## config.mk

```make
export PLATFORM = sky130hd
export DESIGN_NAME = countdown_controller
export DESIGN_NICKNAME = d
export VERILOG_FILES = /design/src/rtl/countdown_controller.sv
export SDC_FILE = /design/constraint.sdc
export NUM_CORES = 1
export LEC_CHECK = 0
export ABC_AREA = 0
export CORE_MARGIN = 1.5
export CORE_UTILIZATION = 25
export DETAILED_ROUTE_END_ITERATION = 10
export PLACE_DENSITY = 0.48
export SYNTH_ARGS = -nofsm -noshare
export SYNTH_HDL_FRONTEND = slang
export SYNTH_SLANG_ARGS = --single-unit
```

## constraint.sdc

```tcl
create_clock -name clk -period 6.6 [get_ports clk]
set_clock_uncertainty 0.2 [all_clocks]
set_input_delay 0.66 -clock clk [delete_from_list [all_inputs] [get_ports clk]]
set_output_delay 0.66 -clock clk [all_outputs]
set_load 0.01 [all_outputs]
```

## src/rtl/countdown_controller.sv

```systemverilog
// countdown_controller
// MM:SS BCD countdown sequencer for the Doomsday clock. It provides a set mode,
// countdown on the 1 Hz tick, pause/resume, and an expiry alarm with display blanking.
//
// Handshake note: there are no valid/ready channels here. Every control input
// is a one-clk-wide pulse that is sampled on a rising clk edge. Every output is
// a register whose new value is visible just after that edge.
//
// Per-cycle priority: reset > btn_clear > expiry > btn_pause > btn_start >
// tick/increments.

module countdown_controller #(
  parameter logic [3:0] PRESET_M10 = 4'd0,
  parameter logic [3:0] PRESET_M1  = 4'd5,
  parameter logic [3:0] PRESET_S10 = 4'd0,
  parameter logic [3:0] PRESET_S1  = 4'd0
) (
  input  logic       clk,
  input  logic       reset,
  input  logic       tick,
  input  logic       btn_start,
  input  logic       btn_pause,
  input  logic       btn_clear,
  input  logic       btn_inc_min,
  input  logic       btn_inc_sec,
  output logic [3:0] bin3,
  output logic [3:0] bin2,
  output logic [3:0] bin1,
  output logic [3:0] bin0,
  output logic [1:0] state_o,
  output logic       running,
  output logic       expired,
  output logic       blank
);

  typedef enum logic [1:0] {
    IDLE    = 2'd0,
    RUN     = 2'd1,
    PAUSE   = 2'd2,
    EXPIRED = 2'd3
  } state_t;

  state_t     state_q;
  logic [3:0] m10_q, m1_q, s10_q, s1_q;
  logic       running_q, expired_q, blank_q;

  // Decremented time (one second less) and helper flags
  logic [3:0] dec_m10_d, dec_m1_d, dec_s10_d, dec_s1_d;
  logic       brw_s1, brw_s10, brw_m1;
  logic       dec_zero;
  logic       time_zero;

  // Incremented fields (each field wraps 59 -> 00 independently)
  logic [3:0] inc_m10_d, inc_m1_d, inc_s10_d, inc_s1_d;

  // BCD borrow chain for a one-second decrement of MM:SS
  always_comb begin
    brw_s1    = (s1_q == 4'd0);
    dec_s1_d  = brw_s1 ? 4'd9 : s1_q - 4'd1;

    brw_s10   = 1'b0;
    dec_s10_d = s10_q;
    if (brw_s1) begin
      brw_s10   = (s10_q == 4'd0);
      dec_s10_d = brw_s10 ? 4'd5 : s10_q - 4'd1;
    end

    brw_m1    = 1'b0;
    dec_m1_d  = m1_q;
    if (brw_s10) begin
      brw_m1   = (m1_q == 4'd0);
      dec_m1_d = brw_m1 ? 4'd9 : m1_q - 4'd1;
    end

    dec_m10_d = m10_q;
    if (brw_m1) begin
      dec_m10_d = m10_q - 4'd1;
    end

    dec_zero  = (dec_m10_d == 4'd0) && (dec_m1_d == 4'd0) &&
                (dec_s10_d == 4'd0) && (dec_s1_d == 4'd0);
    time_zero = (m10_q == 4'd0) && (m1_q == 4'd0) &&
                (s10_q == 4'd0) && (s1_q == 4'd0);
  end

  // Field increments used only in IDLE; no carry between fields
  always_comb begin
    inc_s1_d  = s1_q + 4'd1;
    inc_s10_d = s10_q;
    if (s1_q == 4'd9) begin
      inc_s1_d  = 4'd0;
      inc_s10_d = (s10_q == 4'd5) ? 4'd0 : s10_q + 4'd1;
    end

    inc_m1_d  = m1_q + 4'd1;
    inc_m10_d = m10_q;
    if (m1_q == 4'd9) begin
      inc_m1_d  = 4'd0;
      inc_m10_d = (m10_q == 4'd5) ? 4'd0 : m10_q + 4'd1;
    end
  end

  // Main sequencer: state, digits and registered status flags
  always_ff @(posedge clk or posedge reset) begin
    if (reset) begin
      state_q   <= IDLE;
      m10_q     <= PRESET_M10;
      m1_q      <= PRESET_M1;
      s10_q     <= PRESET_S10;
      s1_q      <= PRESET_S1;
      running_q <= 1'b0;
      expired_q <= 1'b0;
      blank_q   <= 1'b0;
    end else if (btn_clear) begin
      // Abort from any state: back to the preset, display un-blanked
      state_q   <= IDLE;
      m10_q     <= PRESET_M10;
      m1_q      <= PRESET_M1;
      s10_q     <= PRESET_S10;
      s1_q      <= PRESET_S1;
      running_q <= 1'b0;
      expired_q <= 1'b0;
      blank_q   <= 1'b0;
    end else begin
      case (state_q)
        IDLE: begin
          if (btn_start && !time_zero) begin
            state_q   <= RUN;
            running_q <= 1'b1;
          end else begin
            // A start at 00:00 is ignored, so increments still apply
            if (btn_inc_min) begin
              m10_q <= inc_m10_d;
              m1_q  <= inc_m1_d;
            end
            if (btn_inc_sec) begin
              s10_q <= inc_s10_d;
              s1_q  <= inc_s1_d;
            end
          end
        end

        RUN: begin
          if (tick) begin
            m10_q <= dec_m10_d;
            m1_q  <= dec_m1_d;
            s10_q <= dec_s10_d;
            s1_q  <= dec_s1_d;
            if (dec_zero) begin
              // Expiry wins over a pause in the same cycle
              state_q   <= EXPIRED;
              running_q <= 1'b0;
              expired_q <= 1'b1;
              blank_q   <= 1'b0;
            end else if (btn_pause) begin
              state_q   <= PAUSE;
              running_q <= 1'b0;
            end
          end else if (btn_pause) begin
            state_q   <= PAUSE;
            running_q <= 1'b0;
          end
        end

        PAUSE: begin
          // The tick is dropped, even when it coincides with the resume
          if (btn_start) begin
            state_q   <= RUN;
            running_q <= 1'b1;
          end
        end

        EXPIRED: begin
          // Digits stay at 00:00; blink the display on each tick
          if (tick) begin
            blank_q <= ~blank_q;
          end
        end

        default: begin
          state_q   <= IDLE;
          running_q <= 1'b0;
          expired_q <= 1'b0;
          blank_q   <= 1'b0;
        end
      endcase
    end
  end

  assign bin3    = m10_q;
  assign bin2    = m1_q;
  assign bin1    = s10_q;
  assign bin0    = s1_q;
  assign state_o = state_q;
  assign running = running_q;
  assign expired = expired_q;
  assign blank   = blank_q;

endmodule

```

==> results_dict.tcl, run 1 <==
set metrics [dict create \
    status "complete, no violations" \
    io_buffers 28 \
    synth_nets 272 \
    slowest_stage "or4b_1" \
    grt_first_pass_wirelength_um 9380 \
    slew_viol_final 0 \
    path_clk_slew_ns 0.10 \
    grt_max_degree 24 \
    power_mw 0.975 \
    layout-drive-gt1-share 0.0564 \
    diodes 0 \
    first_pass_iters 5 \
    crit_fanout 8 \
    cts_buffer_depth 2 \
    yosysWarnings 0 \
    cts_setup_buffers 0 \
    htreeDepth 1 \
    crit_chain "inv_1 -> ha_1 -> or4b_1 -> nor3_1 -> a21boi_0 -> o2111ai_1 -> a21oi_1 -> a21o_1" \
    num_vias 1867 \
    worstMarginPinSlew_ns 0.896 \
    drv_cap 0 \
    post-place-cells 361 \
    worstPathArrival_ns 3.28 \
    antenna_found_initial 0 \
    fin_cells 365 \
    die_h_um 91.0 \
    die_w_um 91.0 \
    synth.largest_area_cell "dfrtp_1" \
    leakage_nw 0.918 \
    antenna_left 0 \
    ir_drop_uv 193 \
    synthTopCellsByArea "dfrtp_1, ha_1, o21ai_0" \
    hpwl_um 3980 \
    cp-start-kind "flop" \
    wl_per_cell_um 15.3 \
    die_area_um2 8270 \
    grt_use_total 0.140 \
    rows 31 \
    dp_slack_ns 3.37 \
    totalWireLength_um 5570 \
    hold_buffers 0 \
    ios 29 \
    cts_buffers 3 \
    route.detailed.drc 0 \
    netlist_instances 252 \
    synth_edf_count 0 \
    synth-main-ff-cell "dfrtp_1" \
    start_util 0.262 \
    cp_top_family "simple AND/OR/NAND/NOR gates" \
    place.gp.congestion 0.896 \
    vias_per_cell 5.12 \
    cts-root-buf "clkbuf_8" \
    cts_sinks 21 \
    layout_min_cycle_time_ns 3.26 \
    ys_ff_latch 21 \
    async_reset_ff_frac 1.00 \
    area_growth_pct 18.6 \
    synth_cell_types 57 \
    clk_latency_ns 0.28 \
    cts_resized 0 \
    rsz0062_at_grt "no" \
    setup_tns_ns 0 \
    fmax_ghz 0.307 \
    crit_type "reg2reg" \
    cpPeakStageDelay_ns 0.64 \
    timing.final.ws_setup_ns 3.34 \
    critPathBufInv 1 \
    crit_required_ns 6.63 \
    maxSlewHeadroom 0.402 \
    timing.hold.worst.class "reg2reg" \
    powerDensity_nw_per_um2 425 \
    hold_violations 0 \
    cts_tree "built" \
    post-route-period-util 0.494 \
    grt_remaining_overflow 0 \
    grt_pass1_vias 1819 \
    final_net_count 287 \
    synth.yosys.seq_area_share 0.273 \
    core_um2 7370 \
    end_kind "flop" \
    drt_iter0_drc 137 \
    syn-cell-area_um2 1930 \
    syn_avg_cell_area_um2 7.68 \
    synth_top_area_share 0.246 \
    setup_viol 0 \
]
where the power goes:
group / total, mW / switching [mW] / internal [mW]
logic: 0.607 / 0.344 / 0.263
clock network: 0.0942 / 0.0519 / 0.0423
registers: 0.274 / 0.0984 / 0.176
total: 0.975 / 0.494 / 0.481
cell type report:
cell class	instances	area (um^2)
multi-input cells	197	1250
repair buffers	28	280
fillers	798	5080
clock inverters	1	5.00
well taps	99	124
flip-flops and latches	21	528
clock buffers	3	41.3
inverters	16	60.1
synth_stat cells, drive strengths merged (2+ instances only):
cell	n
a211oi	2
a21oi	23
a22o	4
a22oi	3
a311oi	2
a31oi	4
a41oi	2
buf	5
clkbuf	13
dfrtp	19
dfstp	2
ha	12
inv	16
mux2i	5
nand2	19
nand2b	7
nand3	7
nand3b	4
nor2	22
nor2b	2
nor3	11
nor4	3
o211ai	2
o21ai	29
o22ai	2
o31ai	2
o41ai	2
or2	4
or3	2
or3b	2
or4b	2
stage by stage:
step / hold slack (ns) / utilization / instance area (um^2)
2_1_floorplan: 0.344 / - / 1930
3_3_place_gp: 0.318 / 0.305 / 2250
3_5_place_dp: 0.317 / 0.305 / 2250
4_1_cts: 0.338 / 0.311 / 2290
5_1_grt: 0.364 / 0.311 / 2290
6_report: 0.332 / 0.311 / 2290
final timing paths:
check / end / cells after the start / slack (ns) / start
setup reg to reg: state_o[0] / 8 / 3.34 / bin0[1]
max in group asynchronous: bin3[3] / 2 / 4.97 / reset
setup / recovery: state_o[0] / 8 / 3.34 / bin0[1]
hold / removal: running / 2 / 0.33 / running
min in group asynchronous: running / 2 / 0.67 / reset
hold reg to reg: running / 2 / 0.33 / running
worst register-to-register path, stage by stage (launching register included):
cell and delay, ns:
dfrtp_1 0.45, inv_1 0.14, ha_1 0.33, or4b_1 0.64, nor3_1 0.47, a21boi_0 0.36
o2111ai_1 0.30, a21oi_1 0.22, a21o_1 0.10
cell usage in the layout (no fill, tap or decap), types with 2 or more instances in the layout:
| cell type | instances |
|---|---|
| a211oi_1 | 2 |
| a21oi_1 | 23 |
| a22o_1 | 4 |
| a22oi_1 | 3 |
| a311oi_1 | 2 |
| a31oi_1 | 4 |
| a41oi_1 | 2 |
| clkbuf_8 | 3 |
| clkdlybuf4s50_1 | 28 |
| dfrtp_1 | 19 |
| dfstp_2 | 2 |
| ha_1 | 12 |
| inv_1 | 16 |
| mux2i_1 | 5 |
| nand2_1 | 19 |
| nand2b_1 | 7 |
| nand3_1 | 7 |
| nand3b_1 | 4 |
| nor2_1 | 21 |
| nor2b_1 | 2 |
| nor3_1 | 11 |
| nor4_1 | 3 |
| o211ai_1 | 2 |
| o21ai_0 | 28 |
| o22ai_1 | 2 |
| o31ai_1 | 2 |
| or2_2 | 2 |
| or3_1 | 2 |
| or3b_2 | 2 |
cells by family after synthesis:
kind of cell	count (synthesis)	synth area share
flops	21	0.273
compound gates	86	0.288
xor+xnor	2	0.00906
simple gates	92	0.248
buf+inv	34	0.0783
fa+ha+maj	12	0.0776
mux	5	0.0259
flip-flops by register name, summed over array words and instances, names as in the netlist:
signal   cells
bin0         4
bin1         4
bin2         4
bin3         4
state_o      2
blank        1
expired      1
running      1
routing by layer:
metal	vias up	part of all wire	GRT usage
li1	937	-	-
met1	869	0.51	0.198
met2	55	0.45	0.218
met3	6	0.034	0.0159
met4	0	0.013	0.0508
met5	-	0	0
No activity file was read; power rests on OpenSTA's default activity.
==> run 2: changes to the inputs <==
- PLACE_DENSITY: 0.48 -> 0.5
- clock period: 6.6 -> 2.65 ns (I/O delays scaled with it)
==> run 2 against run 1 <==
Net effect: flip-flop and latch count stayed put; die area unchanged; fmax is 27% higher; design area rose by 13%; setup slack got worse by 3.3 ns; power grew to 2.8 times the previous value; core utilization rose by 4.1 points; non-clock buffer count up 33; sequential share of layout area fell by 2.6 points; first-iteration DRC count increased by 35%; hold slack lost 0.21 ns; critical endpoint is now bin3[3].
==> results_dict.tcl, run 2 (same netlist as run 1, synthesis figures left out) <==
set metrics [dict create \
    grt_max_degree 15 \
    die_w_um 91.0 \
    pwr-share-comb 0.730 \
    layout_min_cycle_time_ns 2.56 \
    wl_per_cell_um 14.4 \
    internal_power_mw 1.45 \
    setup_tns_ns 0 \
    power_mw 2.75 \
    final_cell_mix "buf_4, clkdlybuf4s50_1, a21oi_1, nor2_1, nand2_1" \
    start_util 0.262 \
    r2r-start "bin0[1]" \
    num_vias 2023 \
    status "complete, no violations" \
    timing.hold.worst.class "in2async" \
    cts-root-buf "clkbuf_8" \
    worstMarginPinSlew_ns 0.754 \
    area_growth_pct 34.2 \
    clk_latency_ns 0.27 \
    cts_buffer_depth 2 \
    totalWireLength_um 5740 \
    crit_fanout 8 \
    diodes 0 \
    layout-drive-gt1-share 0.207 \
    post-route-period-util 0.967 \
    grt_use_total 0.144 \
    crit_type "reg2reg" \
    grt_pass1_vias 1972 \
    grt_remaining_overflow 0 \
    worstPathArrival_ns 2.52 \
    place.gp.congestion 0.871 \
    die_h_um 91.0 \
    leakage_nw 1.09 \
    power.switching_mw 1.31 \
    cts_buffers 3 \
    r2r_slack_ns 0.09 \
    pwr-share-seq 0.191 \
    antenna_found_initial 0 \
    io_buffers 28 \
    first_pass_iters 4 \
    antenna_left 0 \
    rsz0062_at_grt "yes" \
    crit_required_ns 2.61 \
    slew_viol_final 0 \
    r2r.worst_path.cells 9 \
    post-place-cells 391 \
    grt_first_pass_wirelength_um 9640 \
    core_um2 7370 \
    drt_iter0_drc 185 \
    ir_drop_uv 438 \
    fin_cells 398 \
    path_clk_slew_ns 0.08 \
    route.detailed.drc 0 \
    pwr-share-clk 0.079 \
    powerDensity_nw_per_um2 1060 \
    ios 29 \
    drv_cap 0 \
    end_kind "flop" \
    cp-start-kind "flop" \
    cts_sinks 21 \
    cts_tree "built" \
    hold_buffers 0 \
    die_area_um2 8270 \
    vias_per_cell 5.08 \
    fmax_ghz 0.390 \
    maxSlewHeadroom 0.493 \
    hold_violations 0 \
    hold_ws_ns 0.117 \
    final_net_count 320 \
    setup_viol 0 \
    worstSetupStartpoint "bin0[1]" \
    rows 31 \
    final_common_cell "buf_4" \
    htreeDepth 1 \
    r2r_end "bin3[3]" \
    fillerInstances 789 \
    hpwl_um 4450 \
    swShare 0.475 \
]
## run 2: cell type report
cell class | instances | area, um^2 | share of cell area
inverters | 16 | 62.6 | 0.0241
clock buffers | 4 | 45.0 | 0.0173
flip-flops and latches | 21 | 531 | 0.204
repair buffers | 61 | 528 | 0.203
well taps | 99 | 124 | 0.0477
multi-input cells | 197 | 1310 | 0.503
## run 2: stage by stage
step / area [um^2] / utilization / worst slack [ns]
floorplan: 1960 / - / -0.0426
global placement: 2490 / 0.338 / 0.0852
detailed placement: 2490 / 0.338 / 0.0180
CTS: 2540 / 0.344 / 0.00300
global route: 2600 / 0.352 / -0.00682
finish: 2600 / 0.352 / 0.0870
## run 2: critical path, stage by stage, from the launching register on
cell and delay (ns):
dfrtp_2 0.43, inv_4 0.06, ha_4 0.11, or4b_4 0.50
o41ai_4 0.36, buf_4 0.19, a31oi_1 0.07, or2_4 0.30
o21ai_2 0.16, o31ai_2 0.07
## run 2: power by group through the flow
stage	combinational [mW]	clock (mW)	sequential [mW]
floorplan	1.19	0	0.601
detailed placement	1.92	0	0.530
finish	2.01	0.219	0.525
global placement	1.93	0	0.532
global route	2.23	0.243	0.541
CTS	1.93	0.230	0.523
## run 2: timing repair
item                       in CTS  in global routing
setup endpoints to repair       0                 13
buffers inserted                0                  3
gates resized for setup         0                 19
## run 2: layer usage
metal	vias to the layer above	part of all wire	wire length (um)	global-route usage
met5	-	0	0	0
met4	0	0.016	93	0.0508
met3	10	0.064	368	0.0176
met2	62	0.46	2630	0.229
met1	945	0.46	2650	0.198
li1	1006	-	-	-
## run 2: how the worst max path moves through the flow
stage | end | slack [ns] | depth (start not counted)
finish | bin3[3] | 0.09 | 9
global placement | bin1[2] | 0.09 | 8
CTS | bin1[2] | 0.003 | 8
global route | bin3[3] | -0.007 | 9
floorplan | bin1[2] | -0.04 | 11
detailed placement | bin1[2] | 0.02 | 8
